===== src/rtl/emu_time_mgr_pkg.sv =====
// emu_time_mgr_pkg: shared types and helpers for the emulation time manager.
//   state_e      run-control FSM states (HALT / RUN / STOPPED)
//   STATE_W      encoding width of state_e
//   sat_narrow() saturating narrow of a time-domain value to a grant width
// Also supplies a default for the `DT_WIDTH macro when the build does not set it.
`ifndef DT_WIDTH
`define DT_WIDTH 16
`endif

package emu_time_mgr_pkg;

  localparam int STATE_W = 2;

  typedef enum logic [STATE_W-1:0] {
    ST_HALT    = 2'd0,
    ST_RUN     = 2'd1,
    ST_STOPPED = 2'd2
  } state_e;

  // Clamp v to 2^w - 1. Carried in 64 bits (TIME_WIDTH is capped at 64);
  // the caller truncates the result to its own grant width.
  function automatic logic [63:0] sat_narrow(input logic [63:0] v, input int unsigned w);
    logic [63:0] lim;
    lim = (w >= 64) ? '1 : ((64'd1 << w) - 64'd1);
    return (v > lim) ? lim : v;
  endfunction

endpackage


===== src/rtl/emu_time_mgr_if.sv =====
// emu_time_mgr_if: timestep request/grant bus between the oscillator/event
// models and the time manager.
//   emu_dt_req  flattened requests, requester i at [i*DT_WIDTH +: DT_WIDTH]
//   req_active  per-requester enable
//   emu_dt      granted timestep (combinational, same cycle)
//   emu_time    registered global emulation time
// Modports: master = requester side, slave = time manager.
`ifndef DT_WIDTH
`define DT_WIDTH 16
`endif

interface emu_time_mgr_if #(
  parameter int N_REQ      = 2,
  parameter int DT_WIDTH   = `DT_WIDTH,
  parameter int TIME_WIDTH = 64
) ();
  logic [N_REQ*DT_WIDTH-1:0] emu_dt_req;
  logic [N_REQ-1:0]          req_active;
  logic [DT_WIDTH-1:0]       emu_dt;
  logic [TIME_WIDTH-1:0]     emu_time;

  modport master (output emu_dt_req, output req_active, input emu_dt, input emu_time);
  modport slave  (input emu_dt_req, input req_active, output emu_dt, output emu_time);
endinterface


===== src/rtl/emu_time_mgr_dt_min_tree.sv =====
// dt_min_tree: combinational balanced-binary minimum over N_REQ requests.
//   dt_req      flattened requests
//   req_active  per-request enable; inactive leaves read as all-ones
//   dt_min      unsigned minimum of active requests (all-ones if none)
//   any_active  at least one request enabled
// Leaves are padded up to a power of two with all-ones so every level halves.
module dt_min_tree #(
  parameter int N_REQ    = 2,
  parameter int DT_WIDTH = 16
) (
  input  logic [N_REQ*DT_WIDTH-1:0] dt_req,
  input  logic [N_REQ-1:0]          req_active,
  output logic [DT_WIDTH-1:0]       dt_min,
  output logic                      any_active
);
  localparam int LEVELS = (N_REQ > 1) ? $clog2(N_REQ) : 0;
  localparam int NP     = 1 << LEVELS;

  for (genvar l = 0; l <= LEVELS; l++) begin : g_lvl
    logic [(NP>>l)-1:0][DT_WIDTH-1:0] v;
    if (l == 0) begin : g_leaf
      for (genvar i = 0; i < NP; i++) begin : g_i
        if (i < N_REQ) begin : g_real
          assign v[i] = req_active[i] ? dt_req[i*DT_WIDTH +: DT_WIDTH] : '1;
        end else begin : g_pad
          assign v[i] = '1;
        end
      end
    end else begin : g_node
      for (genvar i = 0; i < (NP>>l); i++) begin : g_i
        assign v[i] = (g_lvl[l-1].v[2*i] < g_lvl[l-1].v[2*i+1]) ?
                      g_lvl[l-1].v[2*i] : g_lvl[l-1].v[2*i+1];
      end
    end
  end

  assign dt_min     = g_lvl[LEVELS].v[0];
  assign any_active = |req_active;
endmodule


===== src/rtl/emu_time_mgr.sv =====
// emu_time_mgr: responder side of the timestep request protocol. Grants the
// minimum active request (capped by the stop-time boundary) while running,
// owns the global emulation time and the HALT/RUN/STOPPED control FSM.
// Ports:
//   emu_clk, emu_rst  clock, synchronous active-high reset
//   bus               emu_time_mgr_if.slave (requests in, grant/time out)
//   go / halt         control pulses (halt has priority)
//   stop_en,stop_time absolute stop boundary
//   dt_limit          optional per-cycle grant cap, 0 = no limit
//                     (present only with EMU_TIME_MGR_DT_LIMIT_EN)
//   state             0 HALT, 1 RUN, 2 STOPPED
//   stop_hit          one-cycle pulse on RUN -> STOPPED
// TIME_WIDTH must satisfy DT_WIDTH <= TIME_WIDTH <= 64.
`ifndef DT_WIDTH
`define DT_WIDTH 16
`endif

module emu_time_mgr
  import emu_time_mgr_pkg::*;
#(
  parameter int N_REQ      = 2,
  parameter int DT_WIDTH   = `DT_WIDTH,
  parameter int TIME_WIDTH = 64
) (
  input  logic                  emu_clk,
  input  logic                  emu_rst,
  emu_time_mgr_if.slave         bus,
  input  logic                  go,
  input  logic                  halt,
  input  logic                  stop_en,
  input  logic [TIME_WIDTH-1:0] stop_time,
`ifdef EMU_TIME_MGR_DT_LIMIT_EN
  input  logic [DT_WIDTH-1:0]   dt_limit,
`endif
  output logic [STATE_W-1:0]    state,
  output logic                  stop_hit
);
  localparam logic [DT_WIDTH-1:0] DT_IDLE = {1'b1, {(DT_WIDTH-1){1'b0}}};

  state_e                state_q;
  logic                  stop_hit_q;
  logic [TIME_WIDTH-1:0] time_q;
  logic [TIME_WIDTH-1:0] time_gap;
  logic [DT_WIDTH-1:0]   tree_min, d_stop, dt_run, dt_grant;
  logic                  any_active;

  dt_min_tree #(.N_REQ(N_REQ), .DT_WIDTH(DT_WIDTH)) u_min (
    .dt_req     (bus.emu_dt_req),
    .req_active (bus.req_active),
    .dt_min     (tree_min),
    .any_active (any_active)
  );

  // Modular distance to the stop boundary; a stop_time behind us wraps to a
  // huge gap and saturates, so running continues until time wraps.
  assign time_gap = stop_time - time_q;
  assign d_stop   = DT_WIDTH'(sat_narrow(64'(time_gap), DT_WIDTH));

  // Grant path stays purely combinational: requesters compare against it
  // in the same cycle.
  always_comb begin
    dt_run = any_active ? tree_min : DT_IDLE;
    if (stop_en && (d_stop < dt_run)) dt_run = d_stop;
`ifdef EMU_TIME_MGR_DT_LIMIT_EN
    if ((dt_limit != '0) && (dt_limit < dt_run)) dt_run = dt_limit;
`endif
    dt_grant = (state_q == ST_RUN) ? dt_run : '0;
  end

  always_ff @(posedge emu_clk) begin
    if (emu_rst) begin
      state_q    <= ST_HALT;
      stop_hit_q <= 1'b0;
      time_q     <= '0;
    end else begin
      // Grant is already 0 outside RUN, so time freezes without a gate here.
      time_q     <= time_q + TIME_WIDTH'(dt_grant);
      stop_hit_q <= 1'b0;
      if (halt) begin
        state_q <= ST_HALT;
      end else begin
        case (state_q)
          ST_HALT, ST_STOPPED: if (go) state_q <= ST_RUN;
          ST_RUN: begin
            if (stop_en && (time_q == stop_time)) begin
              state_q    <= ST_STOPPED;
              stop_hit_q <= 1'b1;
            end
          end
          default: state_q <= ST_HALT;
        endcase
      end
    end
  end

  assign bus.emu_dt   = dt_grant;
  assign bus.emu_time = time_q;
  assign state        = state_q;
  assign stop_hit     = stop_hit_q;
endmodule


===== src/flat_wrapper.sv =====
// flat-port wrapper written by rule: the top's interface ports become plain ports
module emu_time_mgr_flat import emu_time_mgr_pkg::*;
#(
  parameter int N_REQ      = 2,
  parameter int DT_WIDTH   = `DT_WIDTH,
  parameter int TIME_WIDTH = 64
)
  (emu_clk, emu_rst, go, halt, stop_en, stop_time, state, stop_hit, bus_emu_dt_req, bus_req_active, bus_emu_dt, bus_emu_time);
  emu_time_mgr_if #(.N_REQ(N_REQ), .DT_WIDTH(DT_WIDTH), .TIME_WIDTH(TIME_WIDTH)) bus_i ();
  input  logic emu_clk;
  input  logic emu_rst;
  input  logic go;
  input  logic halt;
  input  logic stop_en;
  input  logic [TIME_WIDTH-1:0] stop_time;
  output logic [STATE_W-1:0] state;
  output logic stop_hit;
  input wire logic [$bits(bus_i.emu_dt_req)-1:0] bus_emu_dt_req;
  input wire logic [$bits(bus_i.req_active)-1:0] bus_req_active;
  output wire logic [$bits(bus_i.emu_dt)-1:0] bus_emu_dt;
  output wire logic [$bits(bus_i.emu_time)-1:0] bus_emu_time;
  assign bus_i.emu_dt_req = bus_emu_dt_req;
  assign bus_i.req_active = bus_req_active;
  assign bus_emu_dt = bus_i.emu_dt;
  assign bus_emu_time = bus_i.emu_time;
  emu_time_mgr #(.N_REQ(N_REQ), .DT_WIDTH(DT_WIDTH), .TIME_WIDTH(TIME_WIDTH)) u_core (.emu_clk(emu_clk), .emu_rst(emu_rst), .bus(bus_i), .go(go), .halt(halt), .stop_en(stop_en), .stop_time(stop_time), .state(state), .stop_hit(stop_hit));
endmodule

===== config.mk =====
export PLATFORM = sky130hd
export DESIGN_NAME = emu_time_mgr_flat
export DESIGN_NICKNAME = d
export VERILOG_FILES = /design/src/rtl/emu_time_mgr_pkg.sv /design/src/rtl/emu_time_mgr_if.sv /design/src/rtl/emu_time_mgr_dt_min_tree.sv /design/src/rtl/emu_time_mgr.sv /design/src/flat_wrapper.sv
export SDC_FILE = /design/constraint.sdc
export NUM_CORES = 1
export LEC_CHECK = 0
export CAP_MARGIN = 20
export CORE_AREA = 2 2 129 131
export CTS_CLUSTER_DIAMETER = 30
export CTS_CLUSTER_SIZE = 20
export DETAILED_ROUTE_END_ITERATION = 6
export DIE_AREA = 0 0 131 133
export DONT_BUFFER_PORTS = 1
export MAX_ROUTING_LAYER = met4
export PLACE_DENSITY_LB_ADDON = 0.25
export SLEW_MARGIN = 10
export SYNTH_ARGS = -nofsm -noshare
export SYNTH_HDL_FRONTEND = slang
export SYNTH_SLANG_ARGS = --single-unit

===== constraint.sdc =====
create_clock -name emu_clk -period 11.35 [get_ports emu_clk]
set_input_delay 2.27 -clock emu_clk [delete_from_list [all_inputs] [get_ports emu_clk]]
set_output_delay 2.27 -clock emu_clk [all_outputs]
set_load 0.01 [all_outputs]

* After elaboration in Yosys (flattened, before gate mapping)
Cells that the tools add are included.
** Storage, ports and cells
- Bits in registers :: 67
- Input port bits :: 103
- Output and inout bits :: 83
- Word-level logic and storage cells :: 33
** Cells by class
- Add/subtract/negate cells :: 2
- Order comparisons :: 3
- Eq/ne operators :: 5
- Mux-type cells :: 11
- Bitwise operators :: 1
- Reductions and logical operators :: 8
** Operators with widths (number)
- 16-bit 2-to-1 mux :: 7
- 64-bit by 16-bit adder with 64-bit output :: 1
- 64-bit == test :: 1
- 64-bit by 16-bit > comparator with 1-bit output, second input constant :: 1
- 64-bit subtractor :: 1
- 16-bit < comparator :: 2
- 2-bit OR reduction :: 3
- 2-bit 2-to-1 mux :: 2
- 2-bit != test, second input constant :: 2
- 2-bit case mux with 2 select lines :: 1
- 3-bit OR reduction :: 1
- 2-bit by 1-bit == test with 1-bit output, second input constant :: 1
- 2-bit == test, second input constant :: 1
- 1-bit logical AND :: 2
- 2-bit logical NOT :: 1
- 2-bit AND reduction :: 1
- 1-bit 2-to-1 mux :: 1
- 1-bit inverter :: 1

* Longest topological paths before layout
Gate-level depths: netlist (run 1).
- Depth after elaboration :: 9
- Mapped depth :: 43

* By module
Synthesis (run 1) repeated with hierarchy kept, for this count alone.
** Second synthesis, totals
- Cells, all modules :: 1491
- Area total of the unflattened synthesis :: 10501.3 µm²
** By module, submodules not included
- emu_time_mgr :: instances 1, cells an instance 1384, area an instance 9704.3 µm²
- dt_min_tree :: instances 1, cells an instance 107, area an instance 797.0 µm²

* Least setup slack after synthesis (run 1)
No wires, ideal clock.
- Path kind :: input-to-reg
- From :: input port stop_time[0]
- To :: register u_core.time_q[42], in the netlist u_core.bus.emu_time[42]
- Library setup time :: 128 ps
- Data arrival time :: 11242 ps
- Required time :: 11222 ps
- Slack :: -20 ps
- Stages :: 42
- Path through :: inv_1 -> ha_1 -> inv_1 -> fa_1 -> a21o_1 -> a221oi_1 -> o21ai_1 -> a211oi_2 -> a21oi_2 -> o21ai_0 -> o41ai_1 -> or4_4 -> nor4_4 -> o311ai_2 -> nor3_1 -> clkbuf_1 -> nand2_1 -> ha_1 -> (+6 left out) -> or4b_1 -> buf_6 -> buf_12 -> a221oi_2 -> fa_1 -> a21o_1 -> a21oi_1 -> o21bai_1 -> a21oi_1 -> o21bai_1 -> a21oi_1 -> o211ai_1 -> nand3_1 -> a2111oi_1 -> clkbuf_1 -> nand2_1 -> xnor2_1 -> nor2_1
** On the way
- Longest elaborated chain between the ends :: 8
** Ends and longest elaborated chain
- from (decl) :: RTL line flat_wrapper.sv:15 : input logic [TIME_WIDTH-1:0] stop_time;
- 64-bit subtractor (*) :: RTL line emu_time_mgr.sv:56 : assign time_gap = stop_time - time_q;
- 64-bit by 16-bit > comparator with 1-bit output :: RTL line emu_time_mgr_pkg.sv:25 : return (v > lim) ? lim : v;
- 16-bit 2-to-1 mux (*) :: RTL line emu_time_mgr_pkg.sv:25
- 16-bit < comparator :: RTL line emu_time_mgr.sv:63 : if (stop_en && (d_stop < dt_run)) dt_run = d_stop;
- 1-bit logical AND :: RTL line emu_time_mgr.sv:63
- 16-bit 2-to-1 mux (*) :: RTL line emu_time_mgr.sv:63
- 16-bit 2-to-1 mux (*) :: RTL line emu_time_mgr.sv:67 : dt_grant = (state_q == ST_RUN) ? dt_run : '0;
- via bus_emu_dt[1] :: RTL line flat_wrapper.sv:20 : output wire logic [$bits(bus_i.emu_dt)-1:0] bus_emu_dt;
- 64-bit by 16-bit adder with 64-bit output (*) :: RTL line emu_time_mgr.sv:77 : time_q <= time_q + TIME_WIDTH'(dt_grant);
- to (signal assigned) :: RTL line emu_time_mgr.sv:77
- to (decl) :: RTL line emu_time_mgr.sv:42 : logic [TIME_WIDTH-1:0] time_q;
Mark *: on every way through the listed nets, which the timed path passes. The rest lies on a longest branch.
A chain may end at the register's enable or synchronous reset.

* Worst setup path in the final report (run 1)
- From :: input port stop_time[0]
- To :: output port bus_emu_dt[10]
** On the way
- Longest elaborated chain between the ends :: 7
** Ends and longest elaborated chain (RTL line)
- 64-bit subtractor (*) :: emu_time_mgr.sv:56
- 64-bit by 16-bit > comparator with 1-bit output :: emu_time_mgr_pkg.sv:25
- 16-bit 2-to-1 mux (*) :: emu_time_mgr_pkg.sv:25
- 16-bit < comparator :: emu_time_mgr.sv:63
- 1-bit logical AND :: emu_time_mgr.sv:63
- 16-bit 2-to-1 mux (*) :: emu_time_mgr.sv:63
- 16-bit 2-to-1 mux (*) :: emu_time_mgr.sv:67
- to (decl) :: flat_wrapper.sv:20
Every way passes the cells marked *; elsewhere a longest branch is shown, timed or not.

==> summary.txt, run 1 <==
=================================================================================
Kind of launch point of the worst setup path                         primary input
Rows                                                                           47
Ratio of cells with drive above 1 in the final layout                       9.82%
Final non-filler cell area                                              10400 um2
Max incr delay on CP                                                       530 ps
I/O Buffers                                                                     0
Min-delay worst type                                                 flip-flop to flip-flop
Most frequent cell after synthesis                                   sky130_fd_sc_hd__nor2_1
Estimated wirelength of the detail-placed design                         27100 um
Initial drt markers                                                          1159
Clock tree from TritonCTS                                                    done
Vertical die dimension                                                     133 um
Syn Nets                                                                     1554
Number of flip-flops and latches in the synthesized netlist                    67
Cell internal power dissipation                                        0.000544 W
Average size of a mapped cell                                            7.08 um2
FILL cells                                                                   1548
Clk pin slew, worst setup/hold paths                                        70 ps
Storage cell area                                                        1340 um2
Number of antenna-violating nets in the routed design                           0
Synth top area cells                                                 sky130_fd_sc_hd__ha_1, sky130_fd_sc_hd__dfxtp_1, sky130_fd_sc_hd__xnor2_1
Total buffers and inverters traversed by the critical path                      7
Clock insertion delay at the later pin of the skew report                  350 ps
Routed wirelength normalized by instance count                            21.0 um
Sum of routed wire length over all layers                                33200 um
Initial core utilization                                                    58.6%
Maximum fanout encountered on the critical timing path                         12
Part of the power in registers                                              27.8%
GR Overflow Total                                                               0
Kind of critical path                                                primary input to output pin
Number of CTS-inserted buffers                                                  9
Root buffer cell                                                     sky130_fd_sc_hd__clkbuf_16
Setup skew after layout                                                   8.88 ps
Peak supply drop                                                      0.0000725 V
Hold Fails Final Rpt                                                            0
Num ports                                                                     186
Final slew viol count                                                           0
Distinct cell type count of the synthesized netlist                            85
Wire length of the first global-routing pass                             51100 um
Part of the Yosys area used for sequential elements                         14.1%
Post-synth EDFFs                                                                0
Mapped cell area                                                         9480 um2
Result of the run                                                    finished, final reports clean
Clock Sink Count                                                               67
Switching Share                                                             39.2%
DRC                                                                             0
Library cell occupying the most area in the post-synthesis netlist   sky130_fd_sc_hd__ha_1
Count of inserted antenna diode cells                                           0
Final cycle utilization of the critical path                                97.3%
Placer Congestion                                                            1.08
Minimum clock period                                                     11040 ps
Count of hold buffers inserted by post-cts repair                               0
Highest attainable clock frequency                                       90.6 MHz
Setup repair after global routing missed its margin                         false
Layout overhead on the synthesized area                                     9.21%
Fraction of synthesized cell area taken by the top area cell type           14.4%
Critical-path top delay cell                                         sky130_fd_sc_hd__or4b_1
Overall die width                                                          131 um
PD cells                                                              86.3 nW/um2
Required time worst endpoint                                              9080 ps
Data arrival, critical path                                               8770 ps
Area occupied by multi-input gates                                       7570 um2
Antenna violations before repair                                                0
H-tree Lvls                                                                     3
Remaining max-slew budget at the tightest pin                               30.2%
Leakage dissipation                                                       3.92 nW
Overall die area                                                        17400 um2
Core box area                                                           16200 um2
Count of max-cap constraint violations                                          0
Instance area after placement                                            9970 um2
Total iterations of the first detailed-routing run                              6
Warnings from Yosys                                                             0
Total power draw                                                       0.000893 W
Setup-violating endpoint count in the final report                              0
Worst-margin pin slew                                                     1040 ps
Nature of the critical path endpoint                                   output pin
Detailed-route vias per instance                                             6.50
Part of the power in the clock network                                      33.1%
Primary flip-flop cell chosen by synthesis mapping                   sky130_fd_sc_hd__dfxtp_1
CP dominant cell by count                                            sky130_fd_sc_hd__buf_4
Sum of negative setup slack                                                  0 ps
Nets                                                                         1574
Maximum count of clock buffers along a single path                              2
Largest net degree at the start of global routing                              68
Top post-synthesis cells by count                                    sky130_fd_sc_hd__nor2_1, sky130_fd_sc_hd__nand2_1, sky130_fd_sc_hd__ha_1
Cell class contributing the biggest share of worst-path delay        compound AO/OA/AOI/OAI gates
Number of global-route vias before repair                                    9577
GRT Overall Usage                                                           38.4%
Proportion of power drawn by combinational gates                            39.1%
Net Sw Power                                                           0.000350 W
Synthesized instance count                                                   1340
Ys async rst share                                                             0%
Vias post-DR                                                                10300
=================================================================================
[path summary, 6_finish.rpt]
check                           from                       to  slack [ps]  cells after the start
min          u_core.bus.emu_time[46]  u_core.bus.emu_time[46]         550                      2
max                     stop_time[0]           bus_emu_dt[10]         310                     29
min reg2reg  u_core.bus.emu_time[46]  u_core.bus.emu_time[46]         550                      2
max reg2reg  u_core.bus.emu_time[28]  u_core.bus.emu_time[31]        1960                     38
[layer usage]
metal | vias to the layer above | GRT usage (%) | wire, um
li1 | 4919 | - | -
met2 | 551 | 54.5 | 14000
met4 | 0 | 8.16 | 520
met3 | 39 | 7.52 | 3530
met1 | 4801 | 56.2 | 15200
met5 | - | - | 0
[flip-flops by register name, summed over array words and instances, names as in the netlist]
register / count
u_core.bus.emu_time: 64
u_core.state: 2
u_core.stop_hit: 1
[worst register-to-register path: cells and delay by family, from the launching register on]
family / cells / cell delay [ps]
XOR/XNOR: 1 / 170
buffers and inverters: 5 / 800
AND/OR/NAND/NOR: 12 / 3310
adder cells (fa/ha/maj): 3 / 940
flip-flops: 1 / 490
AO/OA/AOI/OAI: 17 / 3560
[logic make-up after synthesis]
family                     count (synthesis)  synth area share (%)
AOI/OAI and AO/OA                        365                  26.5
muxes                                      7                 0.752
DFF                                       67                  14.1
adders and majority gates                111                  14.8
buffers and inverters                    149                  6.68
xor gates and xnor gates                  87                  8.04
and+or+nand+nor                          554                  29.1
[layout make-up]
cell class	instances	area share [%]
Clock inverter	7	0.749
Multi-Input combinational cell	1124	73.1
Tap cell	220	2.66
Sequential cell	67	13.0
Inverter	91	3.30
Timing Repair Buffer	67	5.10
Clock buffer	9	2.17
[power groups by stage]
| stage | logic (W) | clock network [W] | registers [W] |
|---|---|---|---|
| after floorplan | 0.000244 | 0 | 0.000251 |
| after global placement | 0.000330 | 0 | 0.000254 |
| after detailed placement | 0.000330 | 0 | 0.000254 |
| after CTS | 0.000333 | 0.000299 | 0.000248 |
| after global routing | 0.000379 | 0.000303 | 0.000249 |
| final | 0.000349 | 0.000296 | 0.000248 |
[through the flow]
step	hold slack, ps	utilization, %	std cells	setup slack (ps)
CTS	558	63.5	1579	230
global route	575	64.0	1585	18.1
floorplan	508	-	1340	304
global placement	538	61.6	1563	342
finish	554	64.0	1585	306
detailed placement	549	61.6	1563	269
[timing repair]
item                       in CTS  in global routing
gates resized for setup         0                  8
setup buffers                   0                  6
hold endpoints to repair        0                  0
setup endpoints to repair       0                 58
[cells in the final DEF, fill, tap and decap left out, drive strengths merged, types with 45 or more instances in the layout]
cell and instances:
xnor2 71, nor3 48, nand3 45, a21oi 109, o21ai 75, nor2 143, inv 92, dfxtp 67
ha 109, nand2 132, buf 67
Power figures use the tool's default switching activity.
==> run 2: changes to the inputs <==
Clock period 11.35 ns to 12.1 ns, I/O delays scaled along.
==> summary.txt, run 2 (synthesized netlist as in run 1, its figures left out) <==
================================================================================
Setup repair after global routing missed its margin                        false
Net Sw Power                                                          0.000323 W
Kind of launch point of the worst setup path                        primary input
Total iterations of the first detailed-routing run                             6
PD cells                                                             83.2 nW/um2
Num ports                                                                    186
Nature of the critical path endpoint                                  output pin
Setup skew after layout                                                  15.6 ps
Worst-margin pin slew                                                     914 ps
GR Overflow Total                                                              0
H-tree Lvls                                                                    3
Leakage dissipation                                                      3.65 nW
Setup-violating endpoint count in the final report                             0
Number of CTS-inserted buffers                                                 9
Most frequent cells in the layout                                   sky130_fd_sc_hd__nor2_1, sky130_fd_sc_hd__nand2_1, sky130_fd_sc_hd__ha_1, sky130_fd_sc_hd__a21oi_1, sky130_fd_sc_hd__inv_1
Maximum fanout encountered on the critical timing path                        15
Kind of critical path                                               primary input to output pin
Vias post-DR                                                               10000
Min-delay worst type                                                flip-flop to flip-flop
Switching Share                                                            39.1%
I/O Buffers                                                                    0
Initial drt markers                                                         1277
Routed wirelength normalized by instance count                           20.8 um
Proportion of power drawn by combinational gates                           37.2%
Crit. Startpoint                                                    stop_time[0]
GRT Overall Usage                                                          36.8%
Minimum clock period                                                    11780 ps
Vertical die dimension                                                    133 um
Final slew viol count                                                          0
Maximum count of clock buffers along a single path                             2
Peak supply drop                                                     0.0000717 V
FILL cells                                                                  1552
Cells resized by post-CTS repair                                               0
Number of flip-flops under the largest register name                          64
Root buffer cell                                                    sky130_fd_sc_hd__clkbuf_16
Highest attainable clock frequency                                      84.9 MHz
Nets                                                                        1524
Rows                                                                          47
Detailed-route vias per instance                                            6.54
Clock Sink Count                                                              67
Result of the run                                                   finished, final reports clean
Number of antenna-violating nets in the routed design                          0
Smallest hold slack                                                       551 ps
Final core occ                                                             61.4%
Final standard cell count with taps included and fillers excluded           1535
Estimated wirelength of the detail-placed design                        25900 um
Hold Fails Final Rpt                                                           0
Overall die area                                                       17400 um2
Antenna violations before repair                                               0
Wire length of the first global-routing pass                            48900 um
Part of the power in the clock network                                     34.7%
Required time worst endpoint                                             9680 ps
Initial core utilization                                                   58.6%
Layout overhead on the synthesized area                                    4.63%
Core box area                                                          16200 um2
Data arrival, critical path                                              9360 ps
Remaining max-slew budget at the tightest pin                              39.1%
Count of placed standard cells including taps                               1519
Count of hold buffers inserted by post-cts repair                              0
DRC                                                                            0
Placer Congestion                                                           1.06
Reg-to-Reg Start                                                    u_core.bus.emu_time[16]
Ratio of cells with drive above 1 in the final layout                      6.24%
Clock tree from TritonCTS                                                   done
Count of max-cap constraint violations                                         0
Clk pin slew, worst setup/hold paths                                       60 ps
Cell internal power dissipation                                       0.000503 W
Most common cell after layout, fill and taps aside                  sky130_fd_sc_hd__nor2_1
Clock insertion delay at the later pin of the skew report                 370 ps
Sum of routed wire length over all layers                               31900 um
Overall die width                                                         131 um
Launch point of the worst hold path                                 u_core.bus.emu_time[46]
Post-CTS setup-driven buffer insertion count                                   0
Sum of negative setup slack                                                 0 ps
Final cycle utilization of the critical path                               97.4%
Count of inserted antenna diode cells                                          0
Part of the power in registers                                             28.2%
Number of global-route vias before repair                                   9360
Largest net degree at the start of global routing                             68
================================================================================
==> run 2: cell count changes in the layout (fill, tap and decap cells not counted), sizes merged <==
cell and delta:
buf -50, clkbuf +2, clkinvlp +2, clkinv -4
==> run 2: power by group through the flow <==
stage                     sequential, W  combinational [W]  clock (W)
final                          0.000232           0.000307   0.000286
after global routing           0.000233           0.000335   0.000293
after CTS                      0.000232           0.000297   0.000286
after detailed placement       0.000237           0.000295          0
after global placement         0.000237           0.000295          0
after floorplan                0.000236           0.000229          0
==> run 2: path summary, 6_finish.rpt <==
kind	to	slack, ps	cells past startpoint
setup / recovery	bus_emu_dt[11]	320	27
hold / removal	u_core.bus.emu_time[46]	550	2
setup reg to reg	u_core.bus.emu_time[31]	2150	34
hold reg to reg	u_core.bus.emu_time[46]	550	2
==> run 2: cell type report <==
| class | count | area (um2) | share of cell area (%) |
|---|---|---|---|
| inverter | 91 | 342 | 3.44 |
| clock buffer | 11 | 243 | 2.45 |
| multi-input combinational | 1124 | 7530 | 75.9 |
| tap | 220 | 275 | 2.77 |
| timing repair buffer | 17 | 128 | 1.29 |
| clock inverter | 5 | 61.3 | 0.618 |
| sequential | 67 | 1340 | 13.5 |
==> run 2: worst max-delay path, stage by stage <==
cell                       delay [ps]
sky130_fd_sc_hd__inv_1             30
sky130_fd_sc_hd__ha_1             160
sky130_fd_sc_hd__inv_1             60
sky130_fd_sc_hd__fa_1             420
sky130_fd_sc_hd__a21o_1           220
sky130_fd_sc_hd__a221oi_1         320
sky130_fd_sc_hd__o21ai_1          210
sky130_fd_sc_hd__a211oi_2         520
sky130_fd_sc_hd__a21oi_2          180
sky130_fd_sc_hd__o21ai_0          180
sky130_fd_sc_hd__o41ai_1          120
sky130_fd_sc_hd__or4_4            530
sky130_fd_sc_hd__nor4_4           290
sky130_fd_sc_hd__o311ai_2         200
sky130_fd_sc_hd__nor3_1           220
sky130_fd_sc_hd__buf_4            230
sky130_fd_sc_hd__nand2_1           90
sky130_fd_sc_hd__ha_1             330
sky130_fd_sc_hd__a21o_1           170
sky130_fd_sc_hd__a21o_1           170
sky130_fd_sc_hd__a21oi_1          140
sky130_fd_sc_hd__nor2_1            50
sky130_fd_sc_hd__nor4bb_1         360
sky130_fd_sc_hd__and3_1           260
sky130_fd_sc_hd__or4b_1           450
sky130_fd_sc_hd__buf_4            220
sky130_fd_sc_hd__a221oi_1         790
==> run 2: per-layer routing <==
metal  vias to the layer above  routed length (um)  global-route usage [%]
met5                         -                   0                       -
met4                         0                 941                    11.3
met3                        66                3320                    9.18
met2                       509               13000                    50.9
met1                      4644               14600                    52.3
li1                       4826                   -                       -
==> run 2: per-stage QoR <==
step                setup slack (ps)  power (W)  cell area [um2]
finish                           319   0.000825             9920
CTS                              459   0.000815             9900
global placement                 572   0.000532             9600
floorplan                        580   0.000465             9480
detailed placement               477   0.000532             9600
global route                    61.3   0.000861             9920
